`src/rtl/mem_access_stage.sv`:
```
// rtl/mem_access_stage.sv - memory stage with variable-latency req/ack data memory access
//
// Purpose: accepts one instruction at a time from execute, performs at most one
// data-memory access (load or store) over a req/ack handshake, stalls execute
// while the access is outstanding, and retires the instruction with a one-cycle
// done pulse. Unaligned/illegal accesses and ack timeouts park the stage in a
// sticky error state; HALT parks it in a sticky halted state.
//
// Ports:
//   clk, rst_n                  clock, asynchronous active-low reset
//   valid                       execute presents an instruction
//   aluOut, wrData              byte address and store data
//   memRead, memWrite, halt     instruction class
//   mem_req, mem_wr             memory request and direction (1=write)
//   mem_addr, mem_wdata         request address and store data
//   mem_ack, mem_rdata          memory completion and load data
//   rdData                      registered load data
//   done                        one-cycle retire pulse
//   stall                       upstream must hold its instruction
//   err, halted                 sticky status flags

module mem_access_stage #(
    parameter int TIMEOUT = 64
) (
    input  logic        clk,
    input  logic        rst_n,
    input  logic        valid,
    input  logic [15:0] aluOut,
    input  logic [15:0] wrData,
    input  logic        memRead,
    input  logic        memWrite,
    input  logic        halt,
    output logic        mem_req,
    output logic        mem_wr,
    output logic [15:0] mem_addr,
    output logic [15:0] mem_wdata,
    input  logic        mem_ack,
    input  logic [15:0] mem_rdata,
    output logic [15:0] rdData,
    output logic        done,
    output logic        stall,
    output logic        err,
    output logic        halted
);

    typedef enum logic [2:0] {
        IDLE,
        ACCESS,
        DONE,
        HALTED,
        ERROR
    } state_t;

    state_t     state;
    logic [7:0] waitCnt;

    logic isMem;
    logic startAccess;
    logic badAccess;

    // Halt outranks any memory intent; read+write together is treated like
    // an unaligned access.
    assign isMem       = memRead | memWrite;
    assign badAccess   = valid & ~halt & isMem & ((memRead & memWrite) | aluOut[0]);
    assign startAccess = valid & ~halt & isMem & ~(memRead & memWrite) & ~aluOut[0];

    // Combinational so execute is held on the very cycle the access is
    // accepted; gated by rst_n so every output reads 0 while reset is held.
    assign stall = rst_n & ((state == ACCESS) | ((state == IDLE) & startAccess));

    always_ff @(posedge clk or negedge rst_n) begin
        if (!rst_n) begin
            state     <= IDLE;
            waitCnt   <= 8'd0;
            mem_req   <= 1'b0;
            mem_wr    <= 1'b0;
            mem_addr  <= 16'd0;
            mem_wdata <= 16'd0;
            rdData    <= 16'd0;
            done      <= 1'b0;
            err       <= 1'b0;
            halted    <= 1'b0;
        end else begin
            done <= 1'b0;
            case (state)
                IDLE: begin
                    if (valid) begin
                        if (halt) begin
                            state  <= HALTED;
                            halted <= 1'b1;
                            done   <= 1'b1;
                        end else if (badAccess) begin
                            state <= ERROR;
                            err   <= 1'b1;
                        end else if (startAccess) begin
                            state     <= ACCESS;
                            waitCnt   <= 8'd0;
                            mem_req   <= 1'b1;
                            mem_wr    <= memWrite;
                            mem_addr  <= aluOut;
                            mem_wdata <= wrData;
                        end else begin
                            state <= DONE;
                            done  <= 1'b1;
                        end
                    end
                end
                ACCESS: begin
                    // Ack is honoured before the timeout check, so an ack in
                    // the last allowed cycle still completes normally.
                    if (mem_ack) begin
                        if (!mem_wr) begin
                            rdData <= mem_rdata;
                        end
                        state     <= DONE;
                        done      <= 1'b1;
                        mem_req   <= 1'b0;
                        mem_wr    <= 1'b0;
                        mem_addr  <= 16'd0;
                        mem_wdata <= 16'd0;
                    end else if (waitCnt == 8'(TIMEOUT - 1)) begin
                        state     <= ERROR;
                        err       <= 1'b1;
                        mem_req   <= 1'b0;
                        mem_wr    <= 1'b0;
                        mem_addr  <= 16'd0;
                        mem_wdata <= 16'd0;
                    end else begin
                        waitCnt <= waitCnt + 8'd1;
                    end
                end
                DONE: begin
                    state <= IDLE;
                end
                HALTED: begin
                    state <= HALTED;
                end
                ERROR: begin
                    state <= ERROR;
                end
                default: begin
                    state <= IDLE;
                end
            endcase
        end
    end

endmodule
```
`config.mk`:
```
export PLATFORM = sky130hd
export DESIGN_NAME = mem_access_stage
export DESIGN_NICKNAME = d
export VERILOG_FILES = /design/src/rtl/mem_access_stage.sv
export SDC_FILE = /design/constraint.sdc
export NUM_CORES = 1
export LEC_CHECK = 0
export CAP_MARGIN = 30
export CORE_MARGIN = 2
export CORE_UTILIZATION = 35
export CTS_BUF_LIST = sky130_fd_sc_hd__clkbuf_4 sky130_fd_sc_hd__clkbuf_8
export CTS_CLUSTER_DIAMETER = 200
export CTS_CLUSTER_SIZE = 14
export DETAILED_ROUTE_END_ITERATION = 8
export MAX_ROUTING_LAYER = met4
export PLACE_DENSITY_LB_ADDON = 0.2
export SYNTH_ARGS = -nofsm -noshare
export SYNTH_HDL_FRONTEND = slang
export SYNTH_SLANG_ARGS = --single-unit
```
`constraint.sdc`:
```
create_clock -name clk -period 1.7 [get_ports clk]
set_input_delay 0.34 -clock clk [delete_from_list [all_inputs] [get_ports clk]]
set_output_delay 0.34 -clock clk [all_outputs]
set_load 0.01 [all_outputs]
```
==> reports/results.tsv <==
stage	metric	value	unit
critical_path	reg2reg_from	waitCnt[1]$_DFFE_PN0P_	
sta	timing.fmax	572	MHz
run	maxCapViolCount	0	
placement	numPortBuffers	108	
sta	period_share	103	%
sta	slew_headroom	45.1	%
synth	yosys.area.top_type	dfrtp_1	
sta	tightest_slew	0.824	ns
synth	avgSynthCellArea	10.7	µm²
global_route	grt-ovfl-total	0	
clock_network	tritoncts	built	
final_layout	drive_gt1_share	20.1	%
floorplanning	die_w	99.5	µm
floorplanning	die_area	9900	µm²
sta	whs	0.204	ns
power_and_ir_drop	p_leak	0.00204	µW
synth	synth_cell_type_count	49	
floorplanning	io_pins	109	
clock_network	h-tree-depth	3	
critical_path	arrival	1.41	ns
synth	ys_top_cells_by_area	dfrtp_1 (50%), o2bb2ai_1 (8.8%), nor4_1 (5.9%)	
clock_network	clkSinkCount	64	
synth	syn_area	3190	µm²
final_layout	num-fill-cells	793	
placement	dpl_cell_area	4520	µm²
synth	synth_fp_nets	353	
detailed_routing	ant_nets	0	
critical_path	timing.rr.end	mem_addr[1]$_DFFE_PN0P_	
global_route	grt_pass1_vias	2750	
sta	timing.final.ws_setup	-0.0475	ns
synth	syn_inst	297	
floorplanning	coreArea	8760	µm²
status	violations	negative setup slack	
final_layout	fin_area	4790	µm²
critical_path	r2r_slack	0.10	ns
power_and_ir_drop	power.total	8500	µW
clock_network	post_cts_buffers	0	
global_route	antenna_found_initial	0	
synth	synth_top_area_share	50.2	%
clock_network	cts_root_buf	clkbuf_8	
synth	synthArstFlopShare	100	%
critical_path	reg2reg_depth	6	
global_route	grt_max_degree	65	
synth	synthTopCellsByCount	dfrtp_1 (64), inv_1 (33), o2bb2ai_1 (32), nor4_1 (30), a21oi_1 (27)	
detailed_routing	drt_drc_violations_left	0	
sta	finalSetupViolations	1	
synth	ys_ff_latch	64	
power_and_ir_drop	vdd_drop_max	1000	µV
critical_path	path_max_fanout	2	
final_layout	syn_to_final_growth	50.3	%
sta	rsz0062_at_grt	yes	
global_route	grt_first_pass_wirelength	13900	µm
placement	place_congestion	0.792	
final_layout	nets	478	
floorplanning	start_util	36.4	%
synth	ys_warn_count	0	
status	outcome	complete, but fails checks	
critical_path	cp.required	1.36	ns
detailed_routing	wl	8420	µm
critical_path	cp-end-kind	output pin	
clock_network	path_clk_slew	0.07	ns
clock_network	clock_path_buffers	2	
critical_path	path_class	in -> out	
synth	synth_edf_count	0	
sta	timing.final.crit_period	1.75	ns
detailed_routing	via_count	2764	
floorplanning	fp.dieH	99.5	µm
detailed_routing	vias_per_cell	5.17	
sta	clock_skew	0.0114	ns
detailed_routing	drtIter0Drc	118	
clock_network	clock_latency	0.34	ns
detailed_routing	first_pass_iters	4	
critical_path	startpoint_type	input port	
min_path	holdCritPathClass	in -> async	
synth	ys_seq_area_share	50.2	%
floorplanning	rows	34	
global_route	grt_use_total	18.0	%
placement	dp_hpwl	5680	µm
detailed_routing	wl_per_cell	15.7	µm
sta	hold_violations	0	
synth	synth-main-ff-cell	dfrtp_1	
sta	maxSlewViolCount	0	
synth	post-synth-top-count-cell	dfrtp_1	
final_layout	antenna_cells	0	
power_and_ir_drop	pwr_density_cell	1770	nW/µm²
sta	setup_tns	-0.0475	ns
clock_network	cts_buffers	9	
==> layout make-up <==
class                      count  area (µm²)  area share, %
sequential                    64        1600           33.4
multi-input combinational    177        1380           28.7
timing repair buffer         137        1340           27.9
clock buffer                  10         138           2.87
tap                          108         135           2.82
inverter                      33         124           2.58
clock inverter                 6        82.6           1.72
==> logic make-up (layout without fill, tap and decap cells) <==
logic type | after synthesis | count (layout) | synth area share, %
compound gates | 80 | 80 | 18.2
xor+xnor | 5 | 5 | 1.61
simple gates | 71 | 71 | 14.5
mux | 19 | 19 | 6.74
fa+ha+maj | 2 | 2 | 0.706
buf+inv | 56 | 186 | 8.08
flops | 64 | 64 | 50.2
==> worst max-delay path: stages <==
cell,delay [ns]
buf_6,0.09
or3b_4,0.38
or2_4,0.25
nand2_4,0.07
and3_4,0.17
buf_6,0.09
==> how the worst max path moves through the flow <==
stage	from	cells after the start	end
final	halt	6	stall
after global routing	halt	6	stall
after CTS	aluOut[0]	6	stall
after detailed placement	valid	6	stall
after global placement	valid	6	stall
after floorplan	halt	6	stall
==> where the power goes <==
| group | internal [µW] | switching (µW) | total (µW) | leakage, µW |
|---|---|---|---|---|
| sequential | 2230 | 507 | 2740 | 0.000772 |
| clock | 858 | 586 | 1440 | 0.000112 |
| combinational | 2380 | 1940 | 4320 | 0.00115 |
| total | 5470 | 3030 | 8500 | 0.00204 |
==> through the flow <==
stage,instances,utilization (%),setup WS (ns)
2_1_floorplan,297,-,-0.0724
4_1_cts,534,54.1,-0.0823
5_1_grt,535,54.7,-0.0803
3_3_place_gp,518,51.6,-0.845
6_report,535,54.7,-0.0475
3_5_place_dp,518,51.6,-0.845
==> layout by cell type (no fill, tap or decap), drive strengths merged, types with 3 or more instances in the layout <==
cell | Yosys | routed
a21oi | 32 | 32
and3 | 3 | 3
buf | 11 | 33
clkbuf | 12 | 11
clkdlybuf4s50 | 0 | 100
clkinv | 0 | 3
dfrtp | 64 | 64
inv | 33 | 33
mux2 | 17 | 17
nand2 | 6 | 6
nand2b | 3 | 3
nand3 | 3 | 3
nor2 | 10 | 10
nor4 | 31 | 31
o2bb2ai | 32 | 32
xor2 | 4 | 4
==> per-layer routing <==
metal / track usage (%) / wire (µm) / vias to the layer above
met1: 23.3 / 3830 / 1348
met3: 5.13 / 368 / 10
met4: 4.74 / 104 / 0
met2: 28.1 / 4120 / 67
li1: - / - / 1339
met5: - / 0 / -
==> flip-flops by register name, summed over array words and instances (netlist names) <==
signal,cells
halted,1
mem_req,1
waitCnt,8
rdData,16
mem_addr,16
done,1
err,1
state,3
mem_wr,1
mem_wdata,16
==> what timing repair did <==
action                                  in CTS  in global routing
endpoints found under the setup margin      34                 43
gates cloned                                 0                  1
pin swaps                                    3                  3
hold endpoints to repair                     0                  0
hold buffers                                 0                  0
resized for setup                           20                 11
Power figures use the tool's default switching activity.
